[src/rtl/pifo_pop_drain.sv]
// Pop-side sequencer and order checker for the PIFO: issues a programmed number of
// pops, captures each returned word after RD_LAT cycles and flags priority decreases.
module pifo_pop_drain #(
    parameter int unsigned PTW     = 10,
    parameter int unsigned MTW     = 0,
    parameter int unsigned CNT_W   = 16,
    parameter int unsigned POP_GAP = 1,
    parameter int unsigned RD_LAT  = 1
) (
    input  logic                 i_clk,
    input  logic                 i_rst,
    input  logic                 i_start,
    input  logic [CNT_W-1:0]     i_num_pops,
    input  logic                 i_pause,
    output logic                 o_pop,
    input  logic [PTW+MTW-1:0]   i_pop_data,
    output logic                 o_data_vld,
    output logic [PTW+MTW-1:0]   o_data,
    output logic                 o_busy,
    output logic                 o_done,
    output logic                 o_err_order,
    output logic [CNT_W-1:0]     o_err_cnt,
    output logic [CNT_W-1:0]     o_pop_cnt
);

    localparam int unsigned DW       = PTW + MTW;
    localparam int unsigned GW       = (POP_GAP > 1) ? $clog2(POP_GAP) : 1;
    localparam int unsigned GAP_LAST = (POP_GAP > 0) ? POP_GAP - 1 : 0;

    typedef enum logic [2:0] {
        S_IDLE,
        S_ISSUE,
        S_GAP,
        S_DRAIN,
        S_DONE
    } state_t;

    state_t             r_state;
    state_t             w_state_nxt;
    logic [CNT_W-1:0]   r_num;
    logic [CNT_W-1:0]   r_issued;
    logic [GW-1:0]      r_gap;
    logic [RD_LAT-1:0]  r_tag;
    logic               r_first;
    logic [PTW-1:0]     r_last_pri;
    logic               w_pop;
    logic               w_last;
    logic               w_start;
    logic               w_tag_out;
    logic [PTW-1:0]     w_pri;

    assign w_start   = (r_state == S_IDLE) && i_start;
    assign w_last    = (r_issued == r_num - CNT_W'(1));
    assign w_tag_out = r_tag[RD_LAT-1];
    assign w_pri     = i_pop_data[DW-1:MTW];
    assign o_pop     = w_pop;

    // State register
    always_ff @(posedge i_clk) begin
        if (i_rst) begin
            r_state <= S_IDLE;
        end else begin
            r_state <= w_state_nxt;
        end
    end

    // Next-state and pop strobe
    always_comb begin
        w_state_nxt = r_state;
        w_pop       = 1'b0;
        case (r_state)
            S_IDLE: begin
                if (i_start) begin
                    w_state_nxt = (i_num_pops != '0) ? S_ISSUE : S_DONE;
                end
            end
            S_ISSUE: begin
                if (!i_pause) begin
                    w_pop = 1'b1;
                    if (w_last) begin
                        w_state_nxt = S_DRAIN;
                    end else if (POP_GAP != 0) begin
                        w_state_nxt = S_GAP;
                    end
                end
            end
            S_GAP: begin
                if (r_gap == GW'(GAP_LAST)) begin
                    w_state_nxt = S_ISSUE;
                end
            end
            S_DRAIN: begin
                if (r_tag == '0) begin
                    w_state_nxt = S_DONE;
                end
            end
            S_DONE:  w_state_nxt = S_IDLE;
            default: w_state_nxt = S_IDLE;
        endcase
    end

    // Run bookkeeping, capture path and order check
    always_ff @(posedge i_clk) begin
        if (i_rst) begin
            r_num       <= '0;
            r_issued    <= '0;
            r_gap       <= '0;
            r_tag       <= '0;
            r_first     <= 1'b0;
            r_last_pri  <= '0;
            o_data_vld  <= 1'b0;
            o_data      <= '0;
            o_busy      <= 1'b0;
            o_done      <= 1'b0;
            o_err_order <= 1'b0;
            o_err_cnt   <= '0;
            o_pop_cnt   <= '0;
        end else begin
            r_tag      <= (r_tag << 1) | RD_LAT'(w_pop);
            o_busy     <= w_state_nxt inside {S_ISSUE, S_GAP, S_DRAIN};
            o_done     <= (w_state_nxt == S_DONE);
            o_data_vld <= w_tag_out;

            if (w_pop) begin
                r_issued <= r_issued + CNT_W'(1);
            end

            if (r_state == S_GAP) begin
                r_gap <= r_gap + GW'(1);
            end else begin
                r_gap <= '0;
            end

            if (w_tag_out) begin
                o_data     <= i_pop_data;
                o_pop_cnt  <= o_pop_cnt + CNT_W'(1);
                r_last_pri <= w_pri;
                r_first    <= 1'b0;
                if (!r_first && (w_pri < r_last_pri)) begin
                    o_err_order <= 1'b1;
                    if (o_err_cnt != '1) begin
                        o_err_cnt <= o_err_cnt + CNT_W'(1);
                    end
                end
            end

            // Accepted start opens a fresh run
            if (w_start) begin
                r_num       <= i_num_pops;
                r_issued    <= '0;
                o_pop_cnt   <= '0;
                o_err_cnt   <= '0;
                o_err_order <= 1'b0;
                r_first     <= 1'b1;
            end
        end
    end

endmodule
[config.mk]
export PLATFORM = sky130hd
export DESIGN_NAME = pifo_pop_drain
export DESIGN_NICKNAME = d
export VERILOG_FILES = /design/src/rtl/pifo_pop_drain.sv
export SDC_FILE = /design/constraint.sdc
export NUM_CORES = 1
export LEC_CHECK = 0
export ABC_AREA = 0
export BUFFER_PORTS_ARGS = -buffer_cell sky130_fd_sc_hd__buf_2
export CAP_MARGIN = 10
export CORE_MARGIN = 2
export CORE_UTILIZATION = 58
export CTS_BUF_LIST = sky130_fd_sc_hd__clkbuf_4
export DETAILED_ROUTE_END_ITERATION = 16
export PLACE_DENSITY = 0.82
export SETUP_SLACK_MARGIN = 0.5
export SLEW_MARGIN = 10
export SYNTH_ARGS = -nofsm -noshare
export SYNTH_HDL_FRONTEND = slang
export SYNTH_SLANG_ARGS = --single-unit
export TNS_END_PERCENT = 5
[constraint.sdc]
create_clock -name i_clk -period 2.7 [get_ports i_clk]
set_clock_uncertainty 0.1 [all_clocks]
set_input_delay 0.27 -clock i_clk [delete_from_list [all_inputs] [get_ports i_clk]]
set_output_delay 0.27 -clock i_clk [all_outputs]
set_load 0.05 [all_outputs]
==> flow_metrics.env <==
export IMPL_first_pass_iters=5
export IMPL_synth_top_area_share=0.391
export IMPL_rsz0062_at_grt="true"
export IMPL_path_delay_family="compound AO/OA/AOI/OAI gates"
export IMPL_r2r_start="r_last_pri[7]"
export IMPL_cap_violations=0
export IMPL_p_leak_nw=2.13
export IMPL_hold_viol_final=0
export IMPL_yosysSeqAreaShare=0.391
export IMPL_grt_pass1_vias=3977
export IMPL_grt_overflow=0
export IMPL_syn_inst=523
export IMPL_clock_sinks=84
export IMPL_r2r_end="o_err_cnt[6]"
export IMPL_max_slew_margin_rel=0.588
export IMPL_powerDensity_nw_per_um2=460
export IMPL_tns_ps=0
export IMPL_arrival_ps=2620
export IMPL_cts_tree="yes"
export IMPL_initial_utilization=0.596
export IMPL_syn_area_um2=4300
export IMPL_synthFlopType="dfxtp_1"
export IMPL_synth_edf_count=0
export IMPL_track_usage=0.278
export IMPL_critical_path_required_ps=2910
export IMPL_worst_slew_pin_slew_ps=616
export IMPL_ys_ff_latch=84
export IMPL_path_cells="inv_2 -> ha_4 -> a21o_1 -> a21o_1 -> a2111o_1 -> a21o_4 -> buf_6 -> o31ai_1 -> a21oi_2"
export IMPL_synth_top_cells_by_area="dfxtp_1, nand2_1, xor2_1"
export IMPL_path_clk_slew_ps=140
export IMPL_grt_first_pass_wirelength_um=18800
export IMPL_synth_avg_cell_area_um2=8.23
export IMPL_synthesis_nets=566
export IMPL_clockBufferDepth=2
export IMPL_cts_buffers_inserted=9
export IMPL_setup_viol_count_final=0
export IMPL_wl_per_cell_um=15.4
export IMPL_root_buffer="clkbuf_4"
export IMPL_cp_num_buf_inv=2
export IMPL_place_gp_congestion=0.843
export IMPL_hold_path_class="input pin to flop"
export IMPL_htreeDepth=3
export IMPL_yosysUniqueCellTypes=53
export IMPL_fp_dieArea_um2=8120
export IMPL_final_max_slew_viol_count=0
export IMPL_drt_iter0_markers=285
export IMPL_period_needed_ps=2410
export IMPL_rows=31
export IMPL_final_antenna_net_count=0
export IMPL_critPathMaxStageDelay_ps=400
export IMPL_drive_gt1_frac=0.234
export IMPL_final_net_count=666
export IMPL_viasPerCell=5.88
export IMPL_vdd_drop_max_v=0.000196
export IMPL_hold_end="r_last_pri[2]"
export IMPL_fillers=544
export IMPL_crit_path_frequent_cell="a21o_1"
export IMPL_fmax_ghz=0.414
export IMPL_layout_common_cells="buf_2, dfxtp_1, nand2_1"
export IMPL_grt_antenna_before_repair=0
export IMPL_min_period_over_period=0.894
export IMPL_diodes=0
export IMPL_synth_area_leader_cell="dfxtp_1"
export IMPL_clk_latency_ps=430
export IMPL_wirelength_um=11200
export IMPL_core_um2=7210
export IMPL_min_from="i_pop_data[2]"
export IMPL_r2r_slack_ps=290
export IMPL_drcViolationCount=0
export IMPL_endpoint_kind="flop"
export IMPL_dpl_hpwl_um=7230
export IMPL_async_reset_ff_frac=0
export IMPL_reg2reg_depth=9
export IMPL_criticalPathCategory="flop to flop"
export IMPL_io_pins=77
export IMPL_die_y_um=90.1
export IMPL_portBuffers=76
export IMPL_critPathSlowestCell="a2111o_1"
export IMPL_dr_total_vias=4276
export IMPL_status="complete, no violations"
export IMPL_grt_max_degree=34
export IMPL_hold_depth=3
export IMPL_die_x_um=90.1
export IMPL_p_total_mw=2.45
export IMPL_syn2layout_area_growth_pct=23.7
export IMPL_yosysWarningCount=0
export IMPL_crit_fanout=11
export IMPL_critPathLaunchType="flop"
-- worst max-delay path by stage --
stage	start	to	slack, ps	cells past startpoint
6_report	r_last_pri[7]	o_err_cnt[6]	290	9
3_5_place_dp	i_pop_data[7]	o_err_cnt[11]	150	9
3_3_place_gp	i_pop_data[7]	o_err_cnt[11]	260	9
5_1_grt	r_last_pri[7]	o_err_cnt[7]	200	9
2_1_floorplan	r_state[2]	r_issued[13]	300	7
4_1_cts	r_last_pri[7]	o_err_cnt[6]	260	8
-- worst min-delay path, stage by stage --
cell     delay (ps)
buf_2           100
mux2i_1          60
nor2_1           80
-- final cells by class --
class,instances,area (um2),area share
timing repair buffer,117,757,0.142
clock inverter,6,65.1,0.0122
clock buffer,10,75.1,0.0141
sequential,84,1690,0.318
inverter,17,63.8,0.0120
tap,99,124,0.0233
multi-input combinational,394,2540,0.478
-- where the power goes --
| group | leakage [nW] | switching, mW | internal, mW | total [mW] |
|---|---|---|---|---|
| sequential | 0.685 | 0.0363 | 1.27 | 1.30 |
| clock | 0.0780 | 0.439 | 0.293 | 0.733 |
| combinational | 1.36 | 0.237 | 0.176 | 0.413 |
-- registers in the layout (all words and copies together) (netlist names) --
signal,cells
r_last_pri,10
o_done,1
o_err_cnt,16
o_data_vld,1
r_state,3
o_pop_cnt,16
r_tag,1
r_issued,16
r_num,16
o_err_order,1
r_first,1
o_busy,1
r_gap,1
-- timing repair --
item                                    4_1_cts  5_1_grt
endpoints found under the hold margin        21        0
pin swaps                                     7        4
buffers inserted                              2        7
endpoints found under the setup margin       20       29
cloned                                        1        0
hold buffers                                 21        0
gates resized for setup                       7       10
-- per-layer routing --
metal,vias to the layer above,track usage,routed length [um]
li1,2056,-,-
met1,2033,0.363,4740
met2,154,0.469,5550
met3,33,0.0352,581
met4,0,0.110,310
met5,-,0,0
-- cell families (layout without fill, tap and decap cells) --
kind of cell,Yosys count,after routing,share of synthesized area
muxes,12,12,0.0279
xor gates and xnor gates,41,41,0.0835
adders and majority gates,13,13,0.0378
DFF,84,84,0.391
buffers and inverters,46,150,0.0448
AOI/OAI and AO/OA,97,98,0.151
and+or+nand+nor,230,230,0.265
-- Yosys cell counts, drive strengths merged, types with 2 or more instances --
| cell type | count |
|---|---|
| dfxtp | 84 |
| nand2 | 62 |
| nor2 | 58 |
| a21oi | 40 |
| xor2 | 26 |
| clkbuf | 24 |
| nand3 | 24 |
| inv | 17 |
| or3 | 16 |
| o21ai | 15 |
| xnor2 | 15 |
| ha | 13 |
| nand4 | 13 |
| nor3 | 13 |
| and3 | 12 |
| mux2i | 12 |
| o31ai | 8 |
| nand2b | 7 |
| nor4 | 7 |
| or4 | 7 |
| buf | 5 |
| o311ai | 5 |
| o41ai | 4 |
| a21o | 3 |
| a31oi | 3 |
| nor2b | 3 |
| a311oi | 2 |
| a32oi | 2 |
| nand3b | 2 |
| nor4b | 2 |
| o2111ai | 2 |
| o211a | 2 |
| or2 | 2 |
-- metrics by stage --
step / area [um2] / util / std cells / worst slack, ps / hold WS (ps)
after floorplan: 4350 / - / 523 / 303 / 306
after global placement: 4810 / 0.667 / 680 / 258 / 357
after detailed placement: 4810 / 0.667 / 680 / 155 / 372
after CTS: 5230 / 0.725 / 720 / 265 / 6.71
after global routing: 5320 / 0.738 / 727 / 199 / 15.2
final: 5320 / 0.738 / 727 / 286 / 6.31
No activity file was read; power rests on OpenSTA's default activity.
